$ cat config.mk
export PLATFORM = sky130hd
export DESIGN_NAME = apb_bridge_param
export DESIGN_NICKNAME = d
export VERILOG_FILES = /design/src/rtl/apb_bridge_pkg.sv /design/src/rtl/apb_sel_decode.sv /design/src/rtl/apb_bridge_param.sv
export SDC_FILE = /design/constraint.sdc
export NUM_CORES = 1
export LEC_CHECK = 0
export BUFFER_PORTS_ARGS = -buffer_cell sky130_fd_sc_hd__buf_2
export CORE_MARGIN = 2
export CORE_UTILIZATION = 25
export CTS_CLUSTER_DIAMETER = 80
export CTS_CLUSTER_SIZE = 8
export DETAILED_ROUTE_END_ITERATION = 10
export GPL_TIMING_DRIVEN = 0
export PLACE_DENSITY = 0.48
export RECOVER_POWER = 100
export SLEW_MARGIN = 20
export SYNTH_ARGS = -nofsm -noshare
export SYNTH_HDL_FRONTEND = slang
export SYNTH_SLANG_ARGS = --single-unit
$ cat constraint.sdc
create_clock -name PCLK -period 1.8 [get_ports PCLK]
set_clock_uncertainty 0.05 [all_clocks]
set_input_delay 0.36 -clock PCLK [delete_from_list [all_inputs] [get_ports PCLK]]
set_output_delay 0.36 -clock PCLK [all_outputs]
set_load 0.05 [all_outputs]
$ cat src/rtl/apb_bridge_pkg.sv
// rtl/apb_bridge_pkg.sv - shared state encoding and constants for the parametrised APB bridge
`timescale 1ns/1ps
package apb_bridge_pkg;

    typedef enum logic [1:0] {
        IDLE   = 2'd0,
        SETUP  = 2'd1,
        ACCESS = 2'd2,
        RESP   = 2'd3
    } state_t;

    localparam int SEL_FIELD_W = 4;
    localparam int MAX_SEL     = 16;
    localparam int TO_CNT_W    = 16;

endpackage

$ cat src/rtl/apb_sel_decode.sv
// rtl/apb_sel_decode.sv - slot field to one-hot downstream select, flags unpopulated slots
`timescale 1ns/1ps
module apb_sel_decode
    import apb_bridge_pkg::*;
#(
    parameter int NSEL = 16
) (
    input  logic [SEL_FIELD_W-1:0] idx,
    input  logic                   active,
    output logic [NSEL-1:0]        sel,
    output logic                   dec_err
);

    always_comb begin
        sel     = '0;
        dec_err = (int'(idx) >= NSEL);
        for (int i = 0; i < NSEL; i++) begin
            if (active && (idx == SEL_FIELD_W'(i))) begin
                sel[i] = 1'b1;
            end
        end
    end

endmodule

$ cat src/rtl/apb_bridge_param.sv
// rtl/apb_bridge_param.sv - APB3 upstream-to-downstream bridge; APB_BRIDGE_TIMEOUT_EN adds an ACCESS timeout
`timescale 1ns/1ps
module apb_bridge_param
    import apb_bridge_pkg::*;
#(
    parameter int ADDR_W  = 32,
    parameter int DATA_W  = 32,
    parameter int NSEL    = 16,
    parameter int SEL_LSB = 24,
    parameter int TIMEOUT = 256
) (
    input  logic                PCLK,
    input  logic                PRESETN,
    input  logic                PSEL_PM,
    input  logic [ADDR_W-1:0]   PADDR_PM,
    input  logic                PWRITE_PM,
    input  logic                PENABLE_PM,
    input  logic [DATA_W-1:0]   PWDATA_PM,
    input  logic [DATA_W/8-1:0] PSTRB_PM,
    output logic [DATA_W-1:0]   PRDATA_PM,
    output logic                PREADY_PM,
    output logic                PSLVERR_PM,
    output logic [NSEL-1:0]     PSEL_SC,
    output logic [ADDR_W-1:0]   PADDR_SC,
    output logic                PWRITE_SC,
    output logic                PENABLE_SC,
    output logic [DATA_W-1:0]   PWDATA_SC,
    output logic [DATA_W/8-1:0] PSTRB_SC,
    input  logic [DATA_W-1:0]   PRDATA_SC,
    input  logic                PREADY_SC,
    input  logic                PSLVERR_SC,
    output logic                TIMEOUT_EVT
);

    localparam int STRB_W = DATA_W / 8;

    state_t                 state, state_nxt;
    logic                   penable_q;
    logic [ADDR_W-1:0]      addr_q;
    logic                   write_q;
    logic [DATA_W-1:0]      wdata_q;
    logic [STRB_W-1:0]      strb_q;
    logic [SEL_FIELD_W-1:0] idx_q;
    logic [SEL_FIELD_W-1:0] dec_idx;
    logic [DATA_W-1:0]      prdata_q;
    logic                   pslverr_q;
    logic                   timeout_q;
    logic                   start;
    logic                   active;
    logic                   dec_err;
    logic                   timed_out;
    logic [NSEL-1:0]        sel;

    // Rising-edge detect so a master still holding PENABLE after PREADY cannot re-trigger.
    assign start  = PSEL_PM && PENABLE_PM && !penable_q;
    assign active = (state == SETUP) || (state == ACCESS);

    // In IDLE the decoder looks at the live address to choose SETUP vs decode error.
    assign dec_idx = (state == IDLE) ? PADDR_PM[SEL_LSB +: SEL_FIELD_W] : idx_q;

    apb_sel_decode #(.NSEL(NSEL)) u_sel_decode (
        .idx     (dec_idx),
        .active  (active),
        .sel     (sel),
        .dec_err (dec_err)
    );

`ifdef APB_BRIDGE_TIMEOUT_EN
    logic [TO_CNT_W-1:0] to_cnt;

    always_ff @(posedge PCLK) begin
        if (!PRESETN || state != ACCESS) begin
            to_cnt <= '0;
        end else if (!PREADY_SC) begin
            to_cnt <= to_cnt + 1'b1;
        end
    end

    assign timed_out = (state == ACCESS) && !PREADY_SC && (to_cnt == TO_CNT_W'(TIMEOUT - 1));
`else
    logic unused_to;
    assign unused_to = (TIMEOUT < (1 << TO_CNT_W));
    assign timed_out = 1'b0;
`endif

    always_comb begin
        state_nxt = state;
        case (state)
            IDLE:    if (start) state_nxt = dec_err ? RESP : SETUP;
            SETUP:   state_nxt = ACCESS;
            ACCESS:  if (PREADY_SC || timed_out) state_nxt = RESP;
            RESP:    state_nxt = IDLE;
            default: state_nxt = IDLE;
        endcase
    end

    always_ff @(posedge PCLK) begin
        if (!PRESETN) begin
            state     <= IDLE;
            penable_q <= 1'b0;
            addr_q    <= '0;
            write_q   <= 1'b0;
            wdata_q   <= '0;
            strb_q    <= '0;
            idx_q     <= '0;
            prdata_q  <= '0;
            pslverr_q <= 1'b0;
            timeout_q <= 1'b0;
        end else begin
            state     <= state_nxt;
            penable_q <= PENABLE_PM;
            timeout_q <= 1'b0;
            if (state == IDLE && start) begin
                addr_q  <= PADDR_PM;
                write_q <= PWRITE_PM;
                wdata_q <= PWDATA_PM;
                strb_q  <= PSTRB_PM;
                idx_q   <= dec_idx;
                if (dec_err) begin
                    prdata_q  <= '0;
                    pslverr_q <= 1'b1;
                end
            end
            if (state == ACCESS) begin
                if (PREADY_SC) begin
                    prdata_q  <= PRDATA_SC;
                    pslverr_q <= PSLVERR_SC;
                end else if (timed_out) begin
                    prdata_q  <= '0;
                    pslverr_q <= 1'b1;
                    timeout_q <= 1'b1;
                end
            end
        end
    end

    assign PSEL_SC     = sel;
    assign PENABLE_SC  = (state == ACCESS);
    assign PADDR_SC    = active ? addr_q  : '0;
    assign PWRITE_SC   = active && write_q;
    assign PWDATA_SC   = active ? wdata_q : '0;
    assign PSTRB_SC    = active ? strb_q  : '0;
    assign PREADY_PM   = (state == RESP);
    assign PRDATA_PM   = prdata_q;
    assign PSLVERR_PM  = pslverr_q;
    assign TIMEOUT_EVT = timeout_q;

endmodule
# Word level (Yosys, flattened, before mapping)
# Cells that the tools add are included.
[totals]
reg_bits = 109
input_bits = 107
word_cells = 78
[classes]
eq_ne = 20
muxes = 23
reduce_logical = 26
[op_table]
columns = ["cell", "n"]
rows = [
  ["two-way mux 32 bit", 2],
  ["== test 4 bit, second input constant", 8],
  ["logical AND 1 bit", 20],
  ["== test 4 x 3 -> 1 bit, second input constant", 4],
  ["two-way mux 1 bit", 16],
  ["== test 4 x 2 -> 1 bit, second input constant", 2],
  ["two-way mux 4 bit", 2],
  ["case mux 2 bit (4 select lines)", 1],
  ["== test 2 bit, second input constant", 2],
  ["== test 4 x 1 -> 1 bit, second input constant", 1],
  ["zero test 4 bit", 1],
  ["two-way mux 2 bit", 2],
  ["AND reduction 2 bit", 2],
  ["== test 2 x 1 -> 1 bit, second input constant", 1],
  ["zero test 2 bit", 1],
  ["inequality test 2 x 1 -> 1 bit, second input constant", 1],
  ["inequality test 2 bit, second input constant", 1],
  ["zero test 1 bit", 1],
  ["logical OR 1 bit", 1],
]

# Logic depth before layout (Yosys ltp)
[logic_depth]
ltp_word = 5
depth_mapped = 8

# Cells and area by module
# Synthesis repeated with hierarchy kept, for this count alone.
[unflattened]
cells_unflattened = 590
hier_area_um2 = 4714.5
[by_module_without_submodules]
columns = ["module", "n_inst", "cells_per_inst", "area_per_inst_um2", "seq_area_each_um2"]
rows = [
  ["apb_bridge_param", 1, 565, 4585.6, 2182.1],
  ["apb_sel_decode", 1, 25, 128.9, 0.0],
]

# Least setup slack after synthesis
# OpenSTA, ideal clock, no wires.
[synth_timing]
path_type = "register to output"
startpoint = "register state[0]"
endpoint = "output port PSEL_SC[0]"
arrival_ps = 1838
required_ps = 1390
setup_slack_ps = -448
path_stages_with_launch = 8
n_path_buf = 2
path_cell_list = "dfxtp_1 inv_1 ha_1 buf_4 buf_4 nor3_1 o21ai_0 nor2_1"
[synth_between]
elab_chain_len = 5
[synth_lines]
columns = ["item", "line", "source"]
rows = [
  ["from (decl)", "apb_bridge_param.sv:37", "state_t state, state_nxt;"],
  ["from (signal assigned)", "apb_bridge_param.sv:110", "state <= state_nxt;"],
  ["zero test 2 bit", "apb_bridge_param.sv:59", "assign dec_idx = (state == IDLE) ? PADDR_PM[SEL_LSB +: SEL_FIELD_W] : idx_q;"],
  ["two-way mux 4 bit", "apb_bridge_param.sv:59", ""],
  ["zero test 4 bit", "apb_sel_decode.sv:18", "if (active && (idx == SEL_FIELD_W'(i))) begin"],
  ["logical AND 1 bit (*)", "apb_sel_decode.sv:18", ""],
  ["two-way mux 1 bit (*)", "apb_sel_decode.sv:18", ""],
  ["to (decl)", "apb_bridge_param.sv:23", "output logic [NSEL-1:0] PSEL_SC,"],
]
# Mark *: on every way between the ends. The rest lies on a longest branch, timed or not.

# Worst setup path in the final report
[layout_timing]
startpoint = "register state[0]"
endpoint = "output port PWDATA_SC[25]"
[layout_between]
elab_chain_len = 3
[layout_lines]
columns = ["item", "line", "source"]
rows = [
  ["== test 2 x 1 -> 1 bit / == test 2 bit (equally long branches)", "apb_bridge_param.sv:56", "assign active = (state == SETUP) || (state == ACCESS);"],
  ["logical OR 1 bit (*)", "apb_bridge_param.sv:56", ""],
  ["two-way mux 32 bit (*)", "apb_bridge_param.sv:141", "assign PWDATA_SC = active ? wdata_q : '0;"],
  ["to (decl)", "apb_bridge_param.sv:27", "output logic [DATA_W-1:0] PWDATA_SC,"],
]
# Marks and branches as above.

==> run metrics <==
Peak Freq=462 MHz; synthesized area per cell=8.09 um^2; drt pass-1 iters=4; Layout area overhead=75.4%; first-pass GRT wire length=25200 um; worst-case reg-to-reg path depth=8; worst-path fanout max=7; cell mode on critical path=clkbuf_16; CP Buf/Inv Count=5; TNS Setup=-24320 ps; worst-skew pair later-pin latency=350 ps; crit-path leading delay family=buffers and inverters; clock sink count=109; hold depth=3; share of cells above drive strength 1=44.9%; via count=4756; met1 Track Usage GR=20.0%; asr flop ratio synth=0%; Total Die Area=0.0203 mm^2; CTS Root Cell=clkbuf_16; Starting Density=25.6%; period utilisation layout=120%; met3 Usage GRT=4.09%; crit-path cells=inv_2 -> ha_4 -> clkbuf_16 -> buf_12 -> clkbuf_16 -> and2_4 -> buf_8; Core Box Area=0.0188 mm^2; Fillers=1862; CTS clk-pin slew, worst paths=80 ps; Port Buffers=225; Max Root-Sink Buffers=2; Max-Cap Viols=0; FF+latch area=0.00218 mm^2; area of the multi-input gates=0.00286 mm^2; Post-DRT Antenna Nets=0; Synth Warn #=0; vias per cell=4.33; post-synthesis simple-gate area fraction=29.5%; FF-to-FF setup slack=80 ps; Total Wirelength=16300 um; fin nets=969; Die Y-Extent=143 um; Setup-failing EPs final=85; FF+latch count, synth=109; GRT Total Usage=15.8%; post-synthesis net count=704; Placed Area=0.00657 mm^2; Worst-Margin Slew=657 ps; GR Layer Usage met2=26.0%; Worst Hold End=addr_q[5]$_SDFFE_PN0P_; RSZ-0062 raised after global routing=true; Final Slew Violations=0; Syn Inst Count=594; failing checks=negative setup slack; worst min-delay path class=input pin to flop; worst rel slew slack=56.4%; post-synthesis xor/xnor area fraction=0%; Compound-Gate Fraction of Synth Area=18.6%; initial antenna violation count=0; fin area=0.00842 mm^2; detailed router's first-iteration violation count=137; die extent in x=143 um; largest net degree at the start of global routing=20; peak supply drop=0.700 mV; Power Dens Cells=1280 mW/mm^2; CP Data Required Time=1390 ps; TritonCTS clock tree=done; Worst Path Arrival=1750 ps; sequential fraction of the synthesis area=45.4%; Top FF cell, synth=dfxtp_1; Adder-Cell Fraction of Synth Area=0.781%; number of placement rows=50; endpoints failing hold=0; number of synthesized flops with an enable pin=0; status=finished with violations; Synth cell types=28; largest family of logic cells by synthesized area=simple AND/OR/NAND/NOR gates; fin crit period=2160 ps; TritonCTS buffer count=9; vias in the first global route=4814; crit start category=flop; HP Start=PADDR_PM[5]; crit end category=output pin; H-tree levels=3; Reg-to-Reg End=PRDATA_PM[4]$_SDFFE_PN0P_; hold buffers post-CTS=0; HPWL after DPL=11600 um; Residual DRC=0; wire per inst=14.8 um; P_leak=3.42 nW; max incr delay on CP=340 ps; CP Class=flop to output pin; Final Wtd Congestion=0.748; RR Startpoint=state[0]$_SDFFE_PN0P_; total congestion overflow=0; busiest grt layer=met2; mux share of post-synthesis cell area=0.208%; Inserted Diodes=0; Crit-path slowest cell=dfxtp_2; # IOs=228; Setup WS post-layout=-363 ps; Post-Synthesis Cell Area=0.00480 mm^2
==> sequential cells by signal (all words and copies together) (netlist names) <==
name and cells:
PRDATA_PM 32, addr_q 32, strb_q 4, write_q 1, state 2, idx_q 4, wdata_q 32, PSLVERR_PM 1
penable_q 1
==> power breakdown <==
| group | leakage [nW] | internal, mW | total, mW | switching [mW] |
|---|---|---|---|---|
| Sequential | 0.886 | 2.64 | 2.77 | 0.130 |
| Clock | 0.149 | 1.10 | 2.08 | 0.978 |
| Combinational | 2.38 | 3.01 | 5.91 | 2.89 |
| Total | 3.42 | 6.76 | 10.8 | 4.00 |
==> timing repair <==
action / 4_1_cts / 5_1_grt
resized for setup: 309 / 77
endpoints found under the setup margin: 85 / 143
buffers inserted: 14 / 12
cloned: 7 / 2
pin swaps: 13 / 20
==> how the worst max path moves through the flow <==
stage / startpoint / end / slack [ps] / cells past startpoint
final: state[0]$_SDFFE_PN0P_ / PWDATA_SC[25] / -360 / 7
after global routing: state[0]$_SDFFE_PN0P_ / PSEL_SC[2] / -430 / 7
after CTS: state[0]$_SDFFE_PN0P_ / PSEL_SC[1] / -400 / 8
after detailed placement: state[1]$_SDFFE_PN0P_ / PWDATA_SC[28] / -570 / 6
after global placement: state[0]$_SDFFE_PN0P_ / PWDATA_SC[28] / -590 / 6
after floorplan: state[1]$_SDFFE_PN0P_ / PSEL_SC[0] / -40 / 7
==> stage by stage <==
step / instances / worst slack, ps / utilization (%) / total power, mW / hold WS (ps)
2_1_floorplan: 594 / -35.1 / - / 5.17 / 380
6_report: 1098 / -363 / 44.9 / 10.8 / 185
3_3_place_gp: 1053 / -591 / 35.0 / 6.06 / 388
5_1_grt: 1098 / -431 / 44.9 / 11.3 / 183
4_1_cts: 1088 / -398 / 43.5 / 10.2 / 167
3_5_place_dp: 1053 / -571 / 35.0 / 6.06 / 391
==> worst min-delay path: cells and delay by family <==
kind,cells,cell delay (ps)
AOI/OAI and AO/OA,1,50
buffers and inverters,1,90
and+or+nand+nor,1,50
==> final cells by class <==
type / count / area share [%]
Tap cell: 234 / 3.48
Sequential cell: 109 / 25.9
Timing Repair Buffer: 255 / 27.9
Clock buffer: 9 / 2.67
Inverter: 4 / 0.178
Clock inverter: 7 / 0.951
Multi-Input combinational cell: 435 / 33.9
Buffer: 45 / 4.95
==> kinds of logic (layout without fill, tap and decap cells) <==
group | after synthesis | after routing
DFF | 109 | 109
and+or+nand+nor | 314 | 314
AOI/OAI and AO/OA | 116 | 116
muxes | 1 | 1
adders and majority gates | 3 | 3
buffers and inverters | 50 | 320
other | 1 | 1
==> routing by layer <==
metal,vias to the layer above,part of all wire [%]
li1,2428,-
met1,2184,45
met2,129,48
met3,15,6.1
met4,0,1.6
met5,-,0
==> Yosys cell counts, drive strengths merged, types with 2 or more instances <==
library cell	count	area share [%]
inv	4	0.31
o21ai	4	0.42
clkbuf	21	1.6
nor3	2	0.21
a31oi	4	0.52
ha	3	0.78
and3b	4	0.73
and2	71	9.2
buf	25	3.4
a21boi	106	17
nor3b	5	0.78
nor2	16	1.3
dfxtp	109	45
nand2	211	16
==> cell usage in the layout, fill, tap and decap left out, drive strengths merged, types with 2 or more instances in the layout <==
master  instances
a21boi        106
a31oi           4
and2           71
and3b           4
buf           241
clkbuf         68
dfxtp         109
ha              3
inv             8
nand2         211
nor2           16
nor3            2
nor3b           5
o21ai           4
(Power assumes the default switching activity.)
